===== src/rtl/temp_to_bcd_n.sv =====
// Signed fixed-point temperature -> sign, INT_DIGITS BCD digits and a tenths digit.
// The integer part is converted by iterative double-dabble. Define BCD_BLANK_ZERO_EN to blank leading zero digits as 4'hF.
module temp_to_bcd_n #(
  parameter int IN_W       = 13,
  parameter int FRAC_W     = 4,
  parameter int INT_DIGITS = 3,
  parameter int OFS_W      = 7
) (
  input  logic                    clk,
  input  logic                    rst,
  input  logic                    in_valid,
  output logic                    in_ready,
  input  logic [IN_W-1:0]         temp,
  input  logic [OFS_W-1:0]        ofs,
  input  logic                    sub_en,
  output logic                    out_valid,
  input  logic                    out_ready,
  output logic                    sign,
  output logic [4*INT_DIGITS-1:0] digits,
  output logic [3:0]              frac_digit,
  output logic                    overflow
);
  localparam int INT_W = IN_W - FRAC_W;
  localparam int BCD_W = 4 * INT_DIGITS;
  localparam int CNT_W = $clog2(INT_W + 1);
  localparam logic [31:0] MAX_IP = (INT_DIGITS == 1) ? 32'd9 :
                                   (INT_DIGITS == 2) ? 32'd99 :
                                   (INT_DIGITS == 3) ? 32'd999 : 32'd9999;

  typedef enum logic [1:0] {IDLE, PREP, CONV, DONE} state_t;
  state_t state, state_n;

  logic [IN_W-1:0]  temp_r;
  logic [OFS_W-1:0] ofs_r;
  logic             sub_r;
  logic [INT_W-1:0] bin_r;
  logic [BCD_W-1:0] bcd_r, bcd_adj, disp;
  logic [CNT_W-1:0] cnt;
  logic [3:0]       frac_r;
  logic             neg_r, ovf_r;

  logic [IN_W:0]       ofs_ext, off, off_abs;
  logic [IN_W-1:0]     mag;
  logic [FRAC_W+3:0]   frac_prod;
  logic [3:0]          frac_c;
  logic [INT_W-1:0]    ip_c;
  logic                neg_c, ovf_c;

  assign in_ready = (state == IDLE);

  always_ff @(posedge clk) begin
    if (rst) state <= IDLE;
    else     state <= state_n;
  end

  always_comb begin
    state_n = state;
    case (state)
      IDLE:    if (in_valid) state_n = PREP;
      PREP:    state_n = CONV;
      CONV:    if (cnt == CNT_W'(INT_W - 1)) state_n = DONE;
      DONE:    if (out_valid && out_ready) state_n = IDLE;
      default: state_n = IDLE;
    endcase
  end

  // Offset subtraction is one bit wider than temp so it never wraps.
  always_comb begin
    ofs_ext   = {{(IN_W + 1 - OFS_W - FRAC_W){1'b0}}, ofs_r, {FRAC_W{1'b0}}};
    off       = {temp_r[IN_W-1], temp_r} - (sub_r ? ofs_ext : '0);
    off_abs   = off[IN_W] ? (~off + {{IN_W{1'b0}}, 1'b1}) : off;
    mag       = IN_W'(off_abs);
    frac_prod = {4'b0, mag[FRAC_W-1:0]} * (FRAC_W + 4)'(10);
    frac_c    = 4'(frac_prod >> FRAC_W);
    ip_c      = mag[IN_W-1:FRAC_W];
    ovf_c     = 32'(ip_c) > MAX_IP;
    neg_c     = off[IN_W] && !(ip_c == '0 && frac_c == 4'd0);
  end

  always_comb begin
    bcd_adj = bcd_r;
    for (int d = 0; d < INT_DIGITS; d++)
      if (bcd_r[4*d +: 4] >= 4'd5) bcd_adj[4*d +: 4] = bcd_r[4*d +: 4] + 4'd3;
  end

  always_comb begin
    disp = bcd_r;
`ifdef BCD_BLANK_ZERO_EN
    begin
      logic lead;
      lead = 1'b1;
      // The least significant digit stays visible so a zero still reads "0".
      for (int d = INT_DIGITS - 1; d >= 1; d--) begin
        if (lead && bcd_r[4*d +: 4] == 4'd0) disp[4*d +: 4] = 4'hF;
        else                                 lead = 1'b0;
      end
    end
`endif
  end

  always_ff @(posedge clk) begin
    case (state)
      IDLE: if (in_valid) begin
        temp_r <= temp;
        ofs_r  <= ofs;
        sub_r  <= sub_en;
      end
      PREP: begin
        bin_r  <= ip_c;
        bcd_r  <= '0;
        cnt    <= '0;
        frac_r <= frac_c;
        neg_r  <= neg_c;
        ovf_r  <= ovf_c;
      end
      CONV: begin
        bcd_r <= BCD_W'({bcd_adj, bin_r[INT_W-1]});
        bin_r <= bin_r << 1;
        cnt   <= cnt + CNT_W'(1);
      end
      default: ;
    endcase
  end

  always_ff @(posedge clk) begin
    if (rst) begin
      out_valid  <= 1'b0;
      sign       <= 1'b0;
      digits     <= '0;
      frac_digit <= 4'd0;
      overflow   <= 1'b0;
    end else if (state == DONE && !out_valid) begin
      out_valid  <= 1'b1;
      sign       <= neg_r;
      overflow   <= ovf_r;
      digits     <= ovf_r ? {INT_DIGITS{4'h9}} : disp;
      frac_digit <= ovf_r ? 4'd9 : frac_r;
    end else if (out_valid && out_ready) begin
      out_valid <= 1'b0;
    end
  end
endmodule

===== config.mk =====
export PLATFORM = sky130hd
export DESIGN_NAME = temp_to_bcd_n
export DESIGN_NICKNAME = d
export VERILOG_FILES = /design/src/rtl/temp_to_bcd_n.sv
export SDC_FILE = /design/constraint.sdc
export NUM_CORES = 1
export LEC_CHECK = 0
export BUFFER_PORTS_ARGS = -buffer_cell sky130_fd_sc_hd__buf_2
export CORE_ASPECT_RATIO = 1.1
export CORE_MARGIN = 5
export CORE_UTILIZATION = 57
export DETAILED_ROUTE_END_ITERATION = 10
export PLACE_DENSITY_LB_ADDON = 0.3
export SYNTH_ARGS = -nofsm -noshare
export SYNTH_HDL_FRONTEND = slang
export SYNTH_SLANG_ARGS = --single-unit
export TNS_END_PERCENT = 5

===== constraint.sdc =====
create_clock -name clk -period 4.2 [get_ports clk]
set_clock_uncertainty 0.1 [all_clocks]
set_input_delay 0.21 -clock clk [delete_from_list [all_inputs] [get_ports clk]]
set_output_delay 0.21 -clock clk [all_outputs]
set_load 0.005 [all_outputs]

==> key figures, run 1 <==
Floorplanning
  – Die Y: 95.08 um
  – Core Area: 6516 um2
  – Die Area: 8305 um2
  – I/O pin total: 45
  – Row count: 31
  – Die width: 87.35 um
  – Starting density of the core: 0.5757

Drt
  – DRT iter0 DRCs: 119
  – Vias: 2756
  – DRT Pass-1 Iters: 4
  – Routed len/inst: 13.60 um
  – Post-DRT Antenna Nets: 0
  – DRC Markers: 0
  – WL final: 7.085 mm
  – DR vias/cell: 5.290

Synthesis
  – FFs w/ async S/R, synth: 0
  – Syn Nets: 415
  – Synthesized area per cell: 10.31 um2
  – Synth warnings: 0
  – Netlist cell types: 49
  – Synth top area share: 0.4083
  – Mapped cell area: 3751 um2
  – Seq/Total Area, Yosys: 0.5150
  – #FFs+latches synth: 71
  – Largest area contributor in the netlist: edfxtp_1
  – Most used DFF post-synth: edfxtp_1
  – Synth top area cells: edfxtp_1 (41%), dfxtp_1 (11%), ha_1 (8.0%)
  – Cells after synthesis: 364
  – Number of synthesized flops with an enable pin: 51

Global route
  – Vias in the first global route: 2654
  – Initial antenna violation count: 0
  – First-pass GRT wire length: 12.03 mm
  – All-Layer GR Usage: 0.1854
  – Congestion Overflow GR: 0
  – Largest net degree at the start of global routing: 31

Cells and area
  – Post-Layout Cell Count: 521
  – Final core utilization: 0.6957
  – Fraction of layout cells with a size suffix above 1: 0.1845
  – Final instance area: 4533 um2
  – Count of nets after finishing: 485
  – # fillers: 510
  – Synth-to-layout area growth: 20.85%
  – ANT cells: 0

Clocking
  – Root buffer cell: clkbuf_8
  – Worst-Skew Late Latency: 350 ps
  – Clock Path Buffers: 2
  – Cts bufs inserted: 9
  – Worst-path clk slew: 80 ps
  – H-tree depth: 3
  – Clk sinks: 71
  – CTS tree: yes

Timing
  – Final setup vio count: 0
  – Final min period: 3994 ps
  – Crit path setup slack, layout: 205.6 ps
  – Slew Viols, Final: 0
  – Worst slew pin tran: 1190 ps
  – Final hold violations: 0
  – Final worst path period share: 0.9510
  – Fin Setup TNS: 0 ps
  – Slew Limit Headroom: 0.2052
  – Fmax: 0.2504 GHz
  – Hold WS: 108.3 ps

Worst setup path
  – Worst Setup End Kind: register
  – Delay-heaviest family, CP: adder cells
  – CP dominant cell by count: ha_1
  – Worst path cell trace: and2_1, ha_1, nand2b_1, a21oi_2, o21ai_1, a211o_1, o31ai_2, xnor2_2, ha_1, ha_1, inv_1, fa_1, inv_1, or3_1, nor3_2, a41oi_1
  – Critical path arrival: 3960 ps
  – Slowest stage cell on the critical path: edfxtp_1
  – Buf/Inv on CP: 2
  – Critical Path Max Stage Delay: 490 ps
  – Crit path max fanout: 7
  – CP required: 4170 ps
  – Startpoint types: register
  – Crit path kind: reg2reg

Flow run
  – Max-cap viol count: 0

Hold path
  – Worst min-delay path category: in2reg

Placed design
  – Placed insts: 482
  – Post-place setup slack: 49.10 ps
  – GP Congestion: 0.7842
  – DP Area: 4053 um2
  – Port bufs: 43
  – Final HPWL DP: 4.909 mm

Power
  – Maximum vdd drop: 0.3621 mV
  – Overall Power: 3.225 mW
  – P_leak: 1.799 nW
  – Pwr/cell area: 711.5 nW/um2

Run status
  – Outcome: completed
layer usage:
metal / vias to the layer above / wire length (um) / GRT usage / part of all wire
li1: 1400 / - / - / -
met2: 57 / 3599 / 0.3197 / 0.51
met5: - / 0 / 0 / 0
met3: 14 / 317 / 0.04062 / 0.045
met1: 1285 / 2995 / 0.2225 / 0.42
met4: 0 / 172 / 0.07801 / 0.024
sequential cells by signal, summed over array words and instances, names as in the netlist:
name / cells
bcd_r: 12
bin_r: 9
cnt: 4
digits: 12
frac_digit: 4
frac_r: 4
neg_r: 1
ofs_r: 7
out_valid: 1
sign: 1
state: 2
sub_r: 1
temp_r: 13
power breakdown:
| part | switching (mW) | total (mW) | leakage (nW) | internal (mW) |
|---|---|---|---|---|
| sequential | 0.148 | 1.26 | 0.651 | 1.11 |
| combinational | 0.772 | 1.37 | 1.03 | 0.595 |
| clock | 0.273 | 0.598 | 0.119 | 0.325 |
repair_timing:
action	4_1_cts	5_1_grt
resized for setup	0	5
endpoints found under the hold margin	21	0
setup endpoints to repair	0	1
buffers inserted	0	2
hold buffers	21	0
cells in the final DEF (no fill, tap or decap), drive strengths merged, types with 2 or more instances in the layout:
cell type	instances
a211oi	3
a21boi	3
a21oi	27
a2bb2oi	2
and2	13
buf	49
clkbuf	12
clkinv	2
dfxtp	20
dlygate4sd3	21
edfxtp	51
fa	2
ha	24
inv	22
mux2	6
nand2	60
nand2b	5
nand3	4
nand3b	2
nor2	28
nor2b	6
nor3	6
nor3b	3
nor4	2
o21a	2
o21ai	19
or4	3
xnor2	16
xor2	10
Yosys cell counts (all sizes together), types with 3 or more instances:
cell,number
nand2,60
edfxtp,51
nor2,28
a21oi,27
ha,24
dfxtp,20
inv,20
o21ai,19
xnor2,16
and2,13
xor2,10
clkbuf,9
mux2,6
nor2b,6
nor3,6
nand2b,5
nand3,4
a211oi,3
a21boi,3
nor3b,3
or4,3
worst min-delay path, stage by stage:
cell and delay [ps]:
buf_2 70, nand2_1 80, o21ai_0 90, nor2_1 50
cells by family after synthesis:
kind of cell / synth area share
simple gates: 0.1725
flops: 0.5150
compound gates: 0.1097
buf+inv: 0.03235
fa+ha+maj: 0.09073
xor+xnor: 0.06070
mux: 0.01801
other cells: 0.0009997
final timing paths:
| check | from | to | slack, ps | cells past startpoint |
|---|---|---|---|---|
| worst max-delay path | sub_r$_DFFE_PP_ | neg_r$_DFFE_PN_ | 210 | 16 |
| worst min-delay path | out_ready | out_valid$_SDFFE_PP0P_ | 110 | 4 |
| worst max register to register | sub_r$_DFFE_PP_ | neg_r$_DFFE_PN_ | 210 | 16 |
| worst min register to register | digits[4]$_SDFFE_PP0P_ | digits[4]$_SDFFE_PP0P_ | 350 | 2 |
final cells by class:
type / instances / area, um2 / area share
clock buffers: 12 / 198.9 / 0.04389
inverters: 20 / 75.07 / 0.01656
multi-input cells: 262 / 1725 / 0.3806
well taps: 82 / 102.6 / 0.02263
repair buffers: 70 / 470.5 / 0.1038
clock inverters: 4 / 28.78 / 0.006348
flip-flops and latches: 71 / 1932 / 0.4262
Power figures use the tool's default switching activity.
==> run 2, diff against run 1 <==
CTS_CLUSTER_DIAMETER = 30   (was unset)
GPL_TIMING_DRIVEN = 0   (was unset)
==> key figures, run 2 (same netlist as run 1, synthesis figures left out) <==
Run status
  – Outcome: completed

Worst setup path
  – CP required: 4170 ps (about the same)
  – Startpoint types: register
  – Crit path max fanout: 8 (+1)
  – Critical path arrival: 4000 ps (+40 ps)
  – Crit path kind: reg2reg
  – Worst Setup End Kind: register

Clocking
  – Clk sinks: 71 (unchanged)
  – Worst-Skew Late Latency: 350 ps (about the same)
  – Clock Path Buffers: 2 (unchanged)
  – Cts bufs inserted: 9 (unchanged)
  – H-tree depth: 3 (unchanged)
  – Worst-path clk slew: 80 ps (about the same)
  – CTS tree: yes
  – Root buffer cell: clkbuf_8

Power
  – P_leak: 1.821 nW (+1.2%)
  – Net Sw Power: 1.228 mW (+2.8%)
  – Sw frac: 0.3681 (-0.002025)
  – Cell Int Power: 2.108 mW (+3.7%)
  – Sequential share of power: 0.379 (-0.012)
  – Comb power frac: 0.426 (+0.002)
  – Overall Power: 3.335 mW (+3.4%)
  – Pwr/cell area: 720.9 nW/um2 (+1.3%)
  – Maximum vdd drop: 0.3859 mV (+6.6%)
  – Part of the power in the clock network: 0.194 (+0.008)

Cells and area
  – Final instance area: 4627 um2 (+2.1%)
  – Count of nets after finishing: 496 (+2.3%)
  – Most frequent cells in the layout: nand2_1 (60), edfxtp_1 (51), buf_2 (42), nor2_1 (28), a21oi_1 (25)
  – # fillers: 496 (-2.7%)
  – Synth-to-layout area growth: 23.35%
  – Largest register by flop count: temp_r
  – Fraction of layout cells with a size suffix above 1: 0.1933 (+0.008823)
  – Largest register FFs: 13 (unchanged)
  – ANT cells: 0 (unchanged)
  – Post-Layout Cell Count: 532 (+2.1%)
  – Commonest non-fill, non-tap cell in the layout: nand2_1
  – Top flop regs: temp_r x13, bcd_r x12, digits x12
  – Final core utilization: 0.7101 (+0.01440)

Drt
  – DRC Markers: 0 (unchanged)
  – WL final: 7.365 mm (+4.0%)
  – DRT iter0 DRCs: 144 (+21%)
  – DR vias/cell: 5.310 (+0.38%)
  – DRT Pass-1 Iters: 4 (unchanged)
  – Vias: 2825 (+2.5%)
  – Post-DRT Antenna Nets: 0 (unchanged)
  – Routed len/inst: 13.84 um (+1.8%)

Global route
  – Initial antenna violation count: 0 (unchanged)
  – All-Layer GR Usage: 0.1864 (+0.0009475)
  – Vias in the first global route: 2676 (+0.83%)
  – Congestion Overflow GR: 0 (unchanged)
  – Largest net degree at the start of global routing: 27 (-13%)
  – First-pass GRT wire length: 12.03 mm (unchanged)

Floorplanning
  – Starting density of the core: 0.5757 (unchanged)
  – Die width: 87.35 um (unchanged)
  – Row count: 31 (unchanged)
  – Die Area: 8305 um2 (unchanged)
  – Core Area: 6516 um2 (unchanged)
  – Die Y: 95.08 um (unchanged)
  – I/O pin total: 45 (unchanged)

Placed design
  – Final HPWL DP: 4.861 mm (-0.97%)
  – DP Area: 4064 um2 (+0.28%)
  – Post-place setup slack: -104.7 ps (-153.8 ps)
  – Port bufs: 42 (-2.3%)
  – Placed insts: 488 (+1.2%)
  – GP Congestion: 0.8179 (+4.3%)

Timing
  – Hold WS: 88.32 ps (-20.02 ps)
  – Fin Setup TNS: 0 ps (unchanged)
  – Final worst path period share: 0.9593 (+0.008253)
  – Final setup vio count: 0 (unchanged)
  – Final hold violations: 0 (unchanged)
  – Worst slew pin tran: 1064 ps (-125.8 ps)
  – Final min period: 4029 ps (+34.66 ps)
  – Fmax: 0.2482 GHz (-0.86%)
  – Slew Viols, Final: 0 (unchanged)
  – Crit path setup slack, layout: 170.9 ps (-34.66 ps)
  – Slew Limit Headroom: 0.2907 (+0.08547)

Hold path
  – Worst min-delay path category: in2reg

Flow run
  – Max-cap viol count: 0 (unchanged)
-- run 2: changes by cell type in the layout (fill, tap and decap cells not counted), moves of 2 or more --
cell and change:
clkbuf_1 +9, ha_1 -3, clkbuf_16 -2, buf_4 +3, ha_4 +2, bufinv_16 +2
-- run 2: area by class of cell --
cell class	instances	area, um2	area share
plain buffers	11	48.80	0.01055
clock buffers	10	148.9	0.03218
clock inverters	6	88.84	0.01920
inverters	20	75.07	0.01622
multi-input cells	262	1758	0.3799
flip-flops and latches	71	1932	0.4175
well taps	82	102.6	0.02217
repair buffers	70	473.0	0.1022
-- run 2: power groups by stage --
stage | clock network, mW | registers (mW) | logic (mW)
finish | 0.649 | 1.27 | 1.42
global route | 0.692 | 1.29 | 1.61
CTS | 0.659 | 1.26 | 1.34
detailed placement | 0 | 1.27 | 1.30
global placement | 0 | 1.26 | 1.25
floorplan | 0 | 1.23 | 1.03
-- run 2: metal layers --
layer | vias up | global-route usage | wire length (um)
li1 | 1424 | - | -
met1 | 1317 | 0.2198 | 3106
met2 | 68 | 0.3285 | 3801
met3 | 16 | 0.03544 | 310
met4 | 0 | 0.08056 | 147
met5 | - | 0 | 0
-- run 2: worst max-delay path: stages (launching register included) --
cell      delay (ps)
edfxtp_1         480
and2_1           180
ha_1             190
nand2b_1         180
a21oi_2          250
o21ai_2          110
a211o_4          370
o31ai_1           90
xnor2_1          140
ha_1             300
ha_1             160
inv_1             60
fa_1             470
inv_1             50
or3_1            360
nor3_2           110
a41oi_1          130
-- run 2: path summary, 6_finish.rpt --
path | start | end | slack [ps] | cells past startpoint
max | sub_r$_DFFE_PP_ | neg_r$_DFFE_PN_ | 170 | 16
min reg2reg | digits[3]$_SDFFE_PP0P_ | digits[3]$_SDFFE_PP0P_ | 350 | 2
min | out_ready | out_valid$_SDFFE_PP0P_ | 90 | 4
max reg2reg | sub_r$_DFFE_PP_ | neg_r$_DFFE_PN_ | 170 | 16
-- run 2: repair_timing --
action                                  4_1_cts  5_1_grt
endpoints found under the setup margin        1        1
gates resized for setup                       1       13
hold endpoints to repair                     21        0
hold buffers                                 21        0
setup buffers                                 1        6
pin swaps                                     0        2
